==> config.mk <==
export PLATFORM = sky130hd
export DESIGN_NAME = life_controller
export DESIGN_NICKNAME = d
export VERILOG_FILES = /design/src/rtl/life_controller.sv
export SDC_FILE = /design/constraint.sdc
export NUM_CORES = 1
export LEC_CHECK = 0
export BUFFER_PORTS_ARGS = -buffer_cell sky130_fd_sc_hd__buf_2
export CORE_MARGIN = 2
export CORE_UTILIZATION = 50
export DETAILED_ROUTE_END_ITERATION = 12
export PLACE_DENSITY_LB_ADDON = 0.08
export SLEW_MARGIN = 20
export SYNTH_ARGS = -nofsm -noshare
export SYNTH_HDL_FRONTEND = slang
export SYNTH_SLANG_ARGS = --single-unit
==> constraint.sdc <==
create_clock -name clk -period 3.7 [get_ports clk]
set_input_delay 0.74 -clock clk [delete_from_list [all_inputs] [get_ports clk]]
set_output_delay 0.74 -clock clk [all_outputs]
set_load 0.05 [all_outputs]
==> src/rtl/life_controller.sv <==
// Control FSM for an 8x8 Game of Life engine: seeds, free-runs or single-steps the grid,
// and halts on still-life or extinction. The next-generation datapath lives outside this block.
module life_controller #(
   parameter int PERIOD = 4
) (
   input  logic        clk,
   input  logic        reset,
   input  logic [63:0] seed,
   input  logic        load,
   input  logic        start,
   input  logic        stop,
   input  logic        step,
   input  logic [63:0] grid_evolve,
   output logic [63:0] grid,
   output logic [15:0] gen_count,
   output logic        running,
   output logic        stable,
   output logic        extinct
);

   typedef enum logic [1:0] {
      IDLE = 2'd0,
      RUN  = 2'd1,
      HALT = 2'd2
   } state_t;

   localparam logic [15:0] LAST_TICK = 16'(PERIOD - 1);

   state_t      state_q, state_d;
   logic [63:0] grid_q, grid_d;
   logic [15:0] gen_count_q, gen_count_d;
   logic [15:0] tick_q, tick_d;
   logic        running_q, running_d;
   logic        stable_q, stable_d;
   logic        extinct_q, extinct_d;
   logic        do_update;

   // Next-state, update decision and flag logic; load overrides everything else
   always_comb begin
      state_d     = state_q;
      grid_d      = grid_q;
      gen_count_d = gen_count_q;
      tick_d      = tick_q;
      stable_d    = stable_q;
      extinct_d   = extinct_q;
      do_update   = 1'b0;

      if (load) begin
         state_d     = IDLE;
         grid_d      = seed;
         gen_count_d = 16'd0;
         tick_d      = 16'd0;
         stable_d    = 1'b0;
         extinct_d   = 1'b0;
      end else begin
         case (state_q)
            IDLE: begin
               // stop outranks start/step even though it has nothing to do here
               if (stop) begin
                  state_d = IDLE;
               end else if (start) begin
                  state_d = RUN;
                  tick_d  = 16'd0;
               end else if (step) begin
                  do_update = 1'b1;
               end else begin
                  state_d = IDLE;
               end
            end
            RUN: begin
               if (stop) begin
                  state_d = IDLE;
                  tick_d  = 16'd0;
               end else if (tick_q == LAST_TICK) begin
                  do_update = 1'b1;
                  tick_d    = 16'd0;
               end else begin
                  tick_d = tick_q + 16'd1;
               end
            end
            HALT: begin
               state_d = HALT;
            end
            default: begin
               state_d = IDLE;
               tick_d  = 16'd0;
            end
         endcase

         // Still-life check precedes extinction so an empty grid that stays empty is only stable
         if (do_update) begin
            if (grid_evolve == grid_q) begin
               stable_d = 1'b1;
               state_d  = HALT;
            end else begin
               grid_d      = grid_evolve;
               gen_count_d = (gen_count_q == 16'hFFFF) ? 16'hFFFF : gen_count_q + 16'd1;
               if ((grid_evolve == 64'd0) && (grid_q != 64'd0)) begin
                  extinct_d = 1'b1;
                  state_d   = HALT;
               end else begin
                  extinct_d = extinct_q;
               end
            end
         end else begin
            grid_d = grid_d;
         end
      end

      running_d = (state_d == RUN);
   end

   // State and output registers
   always_ff @(posedge clk or posedge reset) begin
      if (reset) begin
         state_q     <= IDLE;
         grid_q      <= 64'd0;
         gen_count_q <= 16'd0;
         tick_q      <= 16'd0;
         running_q   <= 1'b0;
         stable_q    <= 1'b0;
         extinct_q   <= 1'b0;
      end else begin
         state_q     <= state_d;
         grid_q      <= grid_d;
         gen_count_q <= gen_count_d;
         tick_q      <= tick_d;
         running_q   <= running_d;
         stable_q    <= stable_d;
         extinct_q   <= extinct_d;
      end
   end

   assign grid      = grid_q;
   assign gen_count = gen_count_q;
   assign running   = running_q;
   assign stable    = stable_q;
   assign extinct   = extinct_q;

endmodule

# ---- Word level (Yosys, flattened, before mapping)
# Index checks and enable logic that the tools add are counted.
dict set report totals {
  reg_bits 101
  inputBits 134
  output_inout_bits 83
  wordCells 66
}
dict set report op_classes {
  add_sub_neg 2
  eq_ne 10
  muxes 36
  n_reduce_logical 11
}
# cell count
set ops {}
lappend ops {{$mux W64} 3}
lappend ops {{$mux W16} 9}
lappend ops {{$eq A64 B64 Y1} 1}
lappend ops {{$logic_not A64 Y1} 1}
lappend ops {{$reduce_bool A64 Y1} 1}
lappend ops {{$pmux W16 S3} 1}
lappend ops {{$add A16 B1 Y16 const B} 2}
lappend ops {{$eq A16 B16 Y1 const B} 1}
lappend ops {{$eq A16 B2 Y1 const B} 1}
lappend ops {{$mux W2} 8}
lappend ops {{$mux W1} 13}
lappend ops {{$ne A3 B3 Y1 const B} 2}
lappend ops {{$pmux W2 S3} 1}
lappend ops {{$reduce_and A3 Y1} 2}
lappend ops {{$reduce_bool A2 Y1} 3}
lappend ops {{$eq A2 B1 Y1 const B} 2}
lappend ops {{$ne A2 B2 Y1 const B} 2}
lappend ops {{$reduce_and A2 Y1} 2}
lappend ops {{$eq A2 B2 Y1 const B} 1}
lappend ops {{$logic_not A2 Y1} 1}
lappend ops {{$pmux W1 S2} 1}
lappend ops {{$logic_and A1 B1 Y1} 1}

# ---- Longest topological paths before layout
# Gate-level depths: netlist (run 1).
dict set report logic_depth {
  ltp_word 9
  mapped_depth 9
  depth_no_buf 7
}

# ---- Worst setup path before layout (run 1)
# No wires, ideal clock.
dict set report synth_path {
  kind {reg-to-reg}
  startpoint {reg gen_count_q[0], in the netlist gen_count[0]}
  endpoint {reg gen_count_q[7], in the netlist gen_count[7]}
  setup_time_ns 0.082
  arrival_time_ns 2.358
  t_required_ns 3.618
  setup_slack_ns 1.260
  path_stages_with_launch 10
  path_buffers 2
  cell_sequence {dfrtp_1 > ha_1 > and3_4 > nand2_4 > or4_1 > buf_2 > buf_6 > a211oi_2 > a21oi_1 > a31oi_1}
}
dict set report synth_between {
  elab_chain_len 5
  elab_cells_between_ends 6
  cone_classes {add/sub: 1; eq/ne: 1; mux: 4}
}
# element line
set synth_rtl {}
lappend synth_rtl {{from (decl)} 31} ;# logic [15:0] gen_count_q, gen_count_d;
lappend synth_rtl {{from (signal assigned)} 126} ;# gen_count_q <= gen_count_d;
lappend synth_rtl {{$add A16 B1 Y16 / $eq A16 B16 Y1 (equally long branches)} 97} ;# gen_count_d = (gen_count_q == 16'hFFFF) ? 16'hFFFF : gen_count_q + 16'd1;
lappend synth_rtl {{$mux W16 (*)} 97}
lappend synth_rtl {{$mux W16 (*)} 92} ;# if (grid_evolve == grid_q) begin
lappend synth_rtl {{$mux W16 (*)} 91} ;# if (do_update) begin
lappend synth_rtl {{$mux W16 (*)} 48} ;# if (load) begin
# Mark *: on every way between the ends. The rest lies on a longest branch, timed or not. The select of a mux whose other input is x is not followed.
# A chain may end at the register's enable or synchronous reset.

# ---- Worst setup path after layout (run 1)
dict set report layout_path {
  startpoint {reg tick_q[0]}
  endpoint {reg gen_count_q[9], in the netlist gen_count[9]}
}
dict set report layout_between {
  elab_chain_len 7
}
# element line
set layout_rtl {}
lappend layout_rtl {{from (decl)} 32} ;# logic [15:0] tick_q, tick_d;
lappend layout_rtl {{from (signal assigned)} 127} ;# tick_q <= tick_d;
lappend layout_rtl {{$eq A16 B2 Y1} 74} ;# end else if (tick_q == LAST_TICK) begin
lappend layout_rtl {{$mux W1} 74}
lappend layout_rtl {{$mux W1} 71} ;# if (stop) begin
lappend layout_rtl {{$pmux W1 S2} 56} ;# case (state_q)
lappend layout_rtl {{$mux W1} 48}
lappend layout_rtl {{$reduce_bool A2 Y1 (no line)} -}
lappend layout_rtl {{$reduce_and A2 Y1 (no line)} -}
# Every way passes these cells. The select of a mux whose other input is x is not followed.

==> qor.csv, run 1 <==
stage,metric,value,unit
global_route,grt_pass1_vias,6273,
worst_setup_path,critPathArrivalTime,2.91,ns
power_and_ir_drop,internal-power,2.00,mW
sta,fin_setup_tns,0,ns
clock_tree,clk_pin_slew,0.08,ns
clock_tree,cts_hold_buffers,0,
sta,fin_crit,2.72,ns
global_route,grt_max_degree,91,
synthesis,async_reset_ff_share,100,%
synthesis,syn_area,6230,µm²
worst_setup_path,cpMaxStageDelayCell,nor2_2,
route,via_count,6730,
clock_tree,htree_levels,3,
synthesis,synth_nets,837,
floorplanning,dieHeight,116,µm
sta,finClkSkew,0.0101,ns
floorplanning,core,12100,µm²
power_and_ir_drop,p_leak,3.19,nW
power_and_ir_drop,p_clk_share,31.3,%
run_status,status,"finished, final reports clean",
worst_setup_path,crit_chain,ha_1 -> nor4b_1 -> nand4_1 -> a21o_2 -> nor2_2 -> a41oi_1,
sta,setup_viol_count_final,0,
global_route,overflow,0,
synthesis,synth.yosys.seq_area_share,40.5,%
synthesis,post-synth-top-count-cell,dfrtp_1,
worst_setup_path,start_kind,flop,
synthesis,synth_top_area_share,40.5,%
power_and_ir_drop,p_comb_share,27.6,%
synthesis,ys_types,47,
sta,final_max_slew_viol_count,0,
global_route,antenna_found_initial,2,
floorplanning,start_util,51.5,%
floorplanning,ios,217,
synthesis,synth_area_leaders,"dfrtp_1 (41%), xnor2_1 (9.4%), a31oi_1 (7.3%), nor2b_1 (6.8%), a21oi_1 (5.9%)",
sta,max-slew-margin-rel,45.0,%
worst_setup_path,critPathCaptureType,flop,
clock_tree,post_cts_buffers,0,
power_and_ir_drop,p_seq_share,41.0,%
layout,post-route-util,63.7,%
layout,syn_to_final_growth,23.7,%
placement,numPortBuffers,216,
floorplanning,rows,40,
layout,fill_cells,1086,
synthesis,synth_seq_cells,101,
global_route,grtUsageTotal,33.0,%
clock_tree,ctsResizeCount,0,
synthesis,synth_edf_count,0,
power_and_ir_drop,swShare,36.8,%
power_and_ir_drop,ir_worst_vdd,0.394,mV
sta,fmax,368,MHz
sta,worstMarginPinSlew,0.821,ns
clock_tree,cts_tree,done,
clock_tree,clock_latency,0.35,ns
synthesis,yosys_warnings,0,
worst_setup_path,max_stage_delay,0.67,ns
sta,hold_violations,0,
run,drv_cap,0,
worst_setup_path,crit_fanout,30,
route,first_iter_violations,796,
route,via_per_inst,6.36,
synthesis,synth.largest_area_cell,dfrtp_1,
synthesis,syn_inst,701,
synthesis,ys.flop_type,dfrtp_1,
worst_setup_path,path_class,reg2reg,
route,first_pass_iters,5,
route,ant_nets,0,
power_and_ir_drop,power.switching,1.16,mW
clock_tree,root_buffer,clkbuf_16,
route,avgRoutedWirePerCell,21.1,µm
sta,whs,0.470,ns
synthesis,synthTopCellsByCount,"dfrtp_1 (101), a21oi_1 (73), a31oi_1 (73), nor2b_1 (68), xnor2_1 (67)",
clock_tree,clk_path_buf_depth,2,
route,drt-total-wl,22300,µm
sta,finalCritPeriodShare,73.5,%
floorplanning,die_w,116,µm
worst_setup_path,cp.required,3.89,ns
min_path,hold_path.class,in2async,
layout,nets,1020,
synthesis,syn_area_per_cell,8.89,µm²
placement,place_congestion,0.921,
sta,rsz0062_at_grt,false,
power_and_ir_drop,powerDensity,410,nW/µm²
global_route,grt_first_pass_wirelength,34200,µm
layout,drive_gt1_share,28.8,%
floorplanning,die_area,13400,µm²
route,drc,0,
clock_tree,numCtsBuffers,9,
placement,dp_hpwl,15900,µm
clock_tree,clock_sinks,101,
==> sequential cells by signal, summed over array words and instances, names as in the netlist <==
signal	count
extinct	1
gen_count	16
running	1
state_q	2
tick_q	16
stable	1
grid	64
==> routing by layer <==
| metal | routed length [µm] | track usage, % | part of all wire, % |
|---|---|---|---|
| met1 | 9580 | 48.2 | 43 |
| met2 | 10300 | 50.8 | 46 |
| met3 | 2000 | 6.17 | 9.0 |
| met4 | 413 | 8.73 | 1.9 |
| met5 | 5 | 0 | 0.022 |
==> cells in the final DEF, fill, tap and decap left out, types with 7 or more instances in the layout <==
master       n
buf_4        7
xor2_1      10
nand2_1      9
nand3_1     15
o21ai_0     44
dfrtp_1    101
xnor2_1     67
nor4_1      41
buf_2      215
nor2b_1     68
nand4_1     30
o21ai_1     24
nor2_1      27
a31oi_1     73
clkbuf_16    9
a21oi_1     73
==> cell type report <==
class | instances | area (µm²) | area share [%]
Multi-Input combinational cell | 544 | 3470 | 44.9
Sequential cell | 101 | 2530 | 32.8
Timing Repair Buffer | 225 | 1190 | 15.4
Clock buffer | 11 | 243 | 3.15
Tap cell | 168 | 210 | 2.73
Clock inverter | 5 | 60.1 | 0.779
Inverter | 3 | 13.8 | 0.178
Antenna cell | 1 | 2.50 | 0.0325
==> through the flow <==
stage / instance area (µm²) / instances / worst slack, ns / total power [mW]
floorplan: 6230 / 701 / 0.313 / 1.86
global placement: 7410 / 1041 / 0.791 / 2.16
detailed placement: 7410 / 1041 / 0.767 / 2.17
CTS: 7710 / 1057 / 1.01 / 3.15
global route: 7710 / 1058 / 0.796 / 3.27
finish: 7710 / 1058 / 0.981 / 3.16
==> logic make-up (layout without fill, tap and decap cells) <==
logic type               count (synthesis)  in the layout  share of synthesized area, %
buffers and inverters                   56            244                          4.01
other                                    0              1                             0
adder cells (fa/ha/maj)                  2              2                         0.401
flip-flops                             101            101                          40.5
multiplexers                             1              1                         0.181
AO/OA/AOI/OAI                          240            240                          22.5
AND/OR/NAND/NOR                        224            224                          21.6
XOR/XNOR                                77             77                          10.8
==> path summary, 6_finish.rpt <==
| kind | start | end | slack [ns] | depth (start not counted) |
|---|---|---|---|---|
| worst min register to register | stable | stable | 0.52 | 2 |
| worst max register to register | tick_q[0] | gen_count[9] | 0.98 | 6 |
| worst max-delay path | tick_q[0] | gen_count[9] | 0.98 | 6 |
| worst min-delay path | reset | tick_q[9] | 0.47 | 2 |
| min in group clk | stable | stable | 0.52 | 2 |
| max in group asynchronous | reset | grid[50] | 2.49 | 3 |
==> worst max-delay path, delay by kind of cell, from the launching register on <==
family                     cells  cell delay (ns)
AOI/OAI and AO/OA              2             0.74
adders and majority gates      1             0.24
DFF                            1             0.40
and+or+nand+nor                3             1.17
==> power by group through the flow <==
stage / Clock, mW / Combinational, mW / Sequential [mW]
after floorplan: 0 / 0.303 / 1.56
after global placement: 0 / 0.856 / 1.31
after detailed placement: 0 / 0.863 / 1.31
after CTS: 0.989 / 0.868 / 1.29
after global routing: 1.04 / 0.928 / 1.31
final: 0.990 / 0.874 / 1.30
Note: power is estimated with default switching activity, not from simulation.
==> run 2: changes to the inputs <==
--- a/config.mk
+++ b/config.mk
@@ -7,7 +7,7 @@
 export LEC_CHECK = 0
 export BUFFER_PORTS_ARGS = -buffer_cell sky130_fd_sc_hd__buf_2
 export CORE_MARGIN = 2
-export CORE_UTILIZATION = 50
+export CORE_UTILIZATION = 46
 export DETAILED_ROUTE_END_ITERATION = 12
 export PLACE_DENSITY_LB_ADDON = 0.08
 export SLEW_MARGIN = 20
==> constraint.sdc (replaced) <==
create_clock -name clk -period 2.28 [get_ports clk]
set_input_delay 0.456 -clock clk [delete_from_list [all_inputs] [get_ports clk]]
set_output_delay 0.456 -clock clk [all_outputs]
set_load 0.05 [all_outputs]
==> run 2 against run 1 <==
Clock power up 67%. Sequential cell count unchanged. Sequential power up 60%. Critical path depth up 2. First-iteration DRC count up 24%. Die area up 8.4%. Worst hold slack worse by 0.29 ns. Setup slack worse by 0.87 ns. Critical path type unchanged. Critical endpoint is now grid[26]. Highest routed layer unchanged.
==> qor.csv, run 2 (synthesis results as in run 1) <==
stage,metric,value,unit
run_status,status,"finished, final reports clean",
global_route,overflow,0,
worst_setup_path,r2r_slack,0.11,ns
clock_tree,clock_sinks,101,
layout,final_cell_mix,"buf_2 (215), dfrtp_1 (98), a31oi_1 (73), a21oi_1 (73), nor2b_1 (68)",
power_and_ir_drop,internal-power,3.42,mW
sta,fin_crit,2.17,ns
sta,max-slew-margin-rel,44.4,%
sta,finalCritPeriodShare,95.0,%
power_and_ir_drop,p_leak,3.63,nW
power_and_ir_drop,powerDensity,631,nW/µm²
worst_setup_path,cpMaxStageDelayCell,dfrtp_1,
power_and_ir_drop,total_power,5.34,mW
global_route,antenna_found_initial,4,
worst_setup_path,critPathArrivalTime,2.39,ns
clock_tree,root_buffer,clkbuf_16,
route,drt-total-wl,23500,µm
floorplanning,dieHeight,120,µm
worst_setup_path,crit_fanout,64,
global_route,grt_first_pass_wirelength,36000,µm
worst_setup_path,cp.required,2.51,ns
sta,finClkSkew,0.0100,ns
sta,fmax,462,MHz
sta,final.setup.worst_slack,0.115,ns
worst_setup_path,path_class,reg2reg,
run,drv_cap,0,
layout,final_common_cell,buf_2,
clock_tree,htree_levels,3,
floorplanning,rows,42,
layout,largest_reg_flops,64,
route,via_count,7006,
placement,dp_hpwl,16900,µm
layout,drive_gt1_share,35.9,%
layout,nets,1086,
power_and_ir_drop,swShare,36.1,%
power_and_ir_drop,p_seq_share,38.9,%
power_and_ir_drop,power.switching,1.93,mW
sta,hold_violations,0,
power_and_ir_drop,p_comb_share,30.1,%
worst_setup_path,critPathCaptureType,flop,
worst_setup_path,worstReg2RegEnd,grid[26],
sta,worstMarginPinSlew,0.834,ns
sta,final_max_slew_viol_count,0,
placement,place_ws,-0.362,ns
floorplanning,die_area,14500,µm²
clock_tree,numCtsBuffers,9,
route,avgRoutedWirePerCell,20.7,µm
route,ant_nets,0,
worst_setup_path,reg2reg_depth,8,
clock_tree,clock_latency,0.36,ns
global_route,grt_max_degree,93,
route,drc,0,
clock_tree,cts_hold_buffers,0,
route,via_per_inst,6.18,
power_and_ir_drop,ir_worst_vdd,0.319,mV
sta,setup_viol_count_final,0,
layout,final_area,8470,µm²
floorplanning,start_util,47.1,%
power_and_ir_drop,p_clk_share,31.0,%
floorplanning,die_w,120,µm
worst_setup_path,start_kind,flop,
clock_tree,clk_pin_slew,0.07,ns
worst_setup_path,cp-startpoint,tick_q[1],
worst_setup_path,crit_chain,ha_1 -> nor4b_1 -> nand4_1 -> a21o_2 -> buf_4 -> buf_12 -> o21ai_0 -> a21oi_1,
global_route,grtUsageTotal,31.8,%
floorplanning,ios,217,
global_route,grt_pass1_vias,6503,
clock_tree,clk_path_buf_depth,2,
floorplanning,core,13200,µm²
clock_tree,cts_tree,done,
placement,place_congestion,0.923,
layout,syn_to_final_growth,35.9,%
worst_setup_path,r2r-start,tick_q[1],
placement,placed_area,7960,µm²
worst_setup_path,max_stage_delay,0.39,ns
min_path,hold_path.class,in2async,
placement,numPortBuffers,216,
route,first_pass_iters,5,
route,first_iter_violations,989,
sta,rsz0062_at_grt,true,
run 2: cell count changes in the layout (fill, tap and decap cells not counted), sizes merged:
cell / change
clkbuf: +3
clkinv: -2
inv: -1
clkinvlp: +1
diode: +2
buf: +65
run 2: layout make-up:
class	instances	area (µm²)
Sequential cell	101	2530
Clock buffer	13	270
Clock inverter	3	42.5
Antenna cell	3	7.51
Timing Repair Buffer	291	1780
Fill cell	1176	4770
Multi-Input combinational cell	544	3610
Inverter	3	15.0
Tap cell	176	220
run 2: worst max-delay path by stage:
stage | end | slack, ns | depth (start not counted)
floorplan | gen_count[7] | 0.01 | 9
CTS | grid[30] | 0.01 | 7
global route | grid[12] | -0.003 | 7
global placement | grid[28] | -0.35 | 9
finish | grid[26] | 0.11 | 8
detailed placement | grid[30] | -0.36 | 8
run 2: power by group through the flow:
stage                     Combinational (mW)  Sequential, mW  Clock [mW]
after floorplan                        0.491            2.52           0
after global placement                  1.53            2.09           0
after detailed placement                1.55            2.10           0
after CTS                               1.56            2.07        1.66
after global routing                    1.70            2.10        1.72
final                                   1.61            2.08        1.65
run 2: per-stage QoR:
stage	cells	setup TNS (ns)	utilization, %	hold slack (ns)
2_1_floorplan	701	0	-	0.485
3_5_place_dp	1113	-22.84	60.1	0.487
4_1_cts	1129	0	62.7	0.189
5_1_grt	1134	-0.00281	64.0	0.209
3_3_place_gp	1113	-24.60	60.1	0.478
6_report	1134	0	64.0	0.177
run 2: metal layers:
metal	track usage [%]	vias to the layer above	share of wire, %
met3	5.42	27	9.4
met2	48.2	425	47
met1	46.6	3416	42
met4	9.45	2	1.3
li1	-	3136	-
met5	0	-	0.055
run 2: critical path: cells and delay by family (launching register included):
family | cells | cell delay, ns
compound gates | 3 | 0.67
flops | 1 | 0.39
simple gates | 2 | 0.42
fa+ha+maj | 1 | 0.18
buf+inv | 2 | 0.37
run 2: repair_timing:
action                     in CTS  in global routing
gates cloned                    0                  1
setup buffers                   0                  1
pin swaps                       0                  9
resized for setup               6                 21
setup endpoints to repair      80                 80
==> run 3: changes to the inputs <==
--- a/config.mk
+++ b/config.mk
@@ -6,8 +6,10 @@
 export NUM_CORES = 1
 export LEC_CHECK = 0
 export BUFFER_PORTS_ARGS = -buffer_cell sky130_fd_sc_hd__buf_2
+export CELL_PAD_IN_SITES_DETAIL_PLACEMENT = 0
+export CELL_PAD_IN_SITES_GLOBAL_PLACEMENT = 1
 export CORE_MARGIN = 2
-export CORE_UTILIZATION = 46
+export CORE_UTILIZATION = 34
 export DETAILED_ROUTE_END_ITERATION = 12
 export PLACE_DENSITY_LB_ADDON = 0.08
 export SLEW_MARGIN = 20
==> run 3 against run 2 <==
Clock skew decreased by 0.00061 ns. Worst hold slack improved by 0.039 ns. Utilization decreased by 16 points. Largest cell class unchanged. Critical endpoint is now running. Critical path type is now in2reg.
==> qor.csv, run 3 (synthesis results as in run 1) <==
stage,metric,value,unit
sta,finalCritPeriodShare,97.0,%
worst_setup_path,r2r_slack,0.08,ns
power_and_ir_drop,p_leak,3.64,nW
worst_setup_path,start_kind,input port,
route,drc,0,
sta,whs,0.216,ns
global_route,grtUsageTotal,25.1,%
clock_tree,clk_pin_slew,0.08,ns
sta,final_max_slew_viol_count,0,
global_route,overflow,0,
worst_setup_path,cp.required,2.48,ns
floorplanning,ios,217,
layout,drive_gt1_share,37.2,%
clock_tree,clk_path_buf_depth,2,
layout,final_cell_mix,"buf_2 (215), dfrtp_1 (99), buf_4 (80), a31oi_1 (73), a21oi_1 (72)",
route,avgRoutedWirePerCell,21.1,µm
clock_tree,clock_sinks,101,
layout,largest_reg_flops,64,
route,ant_nets,0,
clock_tree,cts_tree,done,
route,via_count,6776,
layout,seq_area,2530,µm²
layout,multi_input_area,3620,µm²
sta,fmax,452,MHz
placement,dp_hpwl,18500,µm
sta,fin_setup_tns,0,ns
clock_tree,htree_levels,3,
sta,finClkSkew,0.00940,ns
route,first_pass_iters,5,
placement,place_ws,-0.516,ns
worst_setup_path,path_delay_family,simple AND/OR/NAND/NOR gates,
global_route,grt_pass1_vias,6774,
worst_setup_path,critPathCaptureType,flop,
floorplanning,die_w,139,µm
layout,nets,1097,
sta,hold_violations,0,
worst_setup_path,crit_buf_inv,2,
clock_tree,clock_latency,0.35,ns
worst_setup_path,reg2reg_depth,7,
placement,place_congestion,0.866,
placement,placed_area,8100,µm²
route,via_per_inst,5.66,
layout,post-route-util,47.7,%
layout,finalNonFillerCells,1197,
layout,syn_to_final_growth,37.6,%
layout,final_common_cell,buf_2,
route,first_iter_violations,608,
worst_setup_path,max_stage_delay,0.53,ns
sta,worstMarginPinSlew,0.759,ns
global_route,antenna_found_initial,2,
layout,fill_cells,1785,
worst_setup_path,crit_fanout,3,
sta,fin_crit,2.21,ns
sta,setup_viol_count_final,0,
floorplanning,rows,49,
global_route,grt_first_pass_wirelength,38600,µm
clock_tree,numCtsBuffers,9,
sta,final.setup.worst_slack,0.0692,ns
layout,final_area,8580,µm²
floorplanning,start_util,34.7,%
placement,dp_cells,1179,
worst_setup_path,cpMaxStageDelayCell,or4_1,
floorplanning,dieHeight,139,µm
power_and_ir_drop,total_power,5.36,mW
floorplanning,core,18000,µm²
sta,rsz0062_at_grt,true,
run_status,status,"finished, final reports clean",
placement,numPortBuffers,216,
sta,max-slew-margin-rel,49.4,%
min_path,hold_path.class,in2async,
global_route,grt_max_degree,102,
worst_setup_path,path_class,in2reg,
worst_setup_path,path_depth,8,
clock_tree,post_cts_buffers,0,
power_and_ir_drop,ir_worst_vdd,0.365,mV
worst_setup_path,critPathArrivalTime,2.41,ns
power_and_ir_drop,powerDensity,625,nW/µm²
worst_setup_path,crit_chain,buf_2 -> nor4_1 -> buf_4 -> nand4_1 -> or4_1 -> nor2_1 -> o21ai_2 -> nor4bb_2,
route,drt-total-wl,25300,µm
floorplanning,die_area,19400,µm²
clock_tree,root_buffer,clkbuf_16,
run,drv_cap,0,
## run 3: layout make-up
class	instances	share of cell area [%]
Multi-Input combinational cell	544	42.2
Sequential cell	101	29.5
Timing Repair Buffer	302	21.1
Tap cell	229	3.34
Clock buffer	11	2.95
Clock inverter	5	0.671
Inverter	3	0.175
Antenna cell	2	0.0584
## run 3: timing repair
action	in CTS	in global routing
pin swaps	0	1
setup endpoints to repair	62	84
gates resized for setup	3	23
hold buffers	0	0
## run 3: per-layer routing
metal  vias up  share of wire, %  track usage, %
met2       255                46            39.1
li1       3152                 -               -
met5         -                 0               0
met3        28               6.3            4.13
met1      3341                46            36.1
met4         0               2.0            7.39
## run 3: final timing paths
path | from | endpoint
min in group clk | seed[23] | grid[23]
max in group asynchronous | reset | grid[44]
worst max register to register | grid[56] | grid[1]
worst max-delay path | grid_evolve[56] | running
worst min register to register | stable | stable
worst min-delay path | reset | gen_count[5]
## run 3: power by group
part | internal (mW) | switching, mW | leakage [nW]
clock | 0.916 | 0.741 | 0.156
sequential | 1.92 | 0.155 | 1.23
combinational | 0.559 | 1.07 | 2.25
## run 3: worst min-delay path: cells and delay by family
family | cells | cell delay (ns)
buf+inv | 3 | 0.59
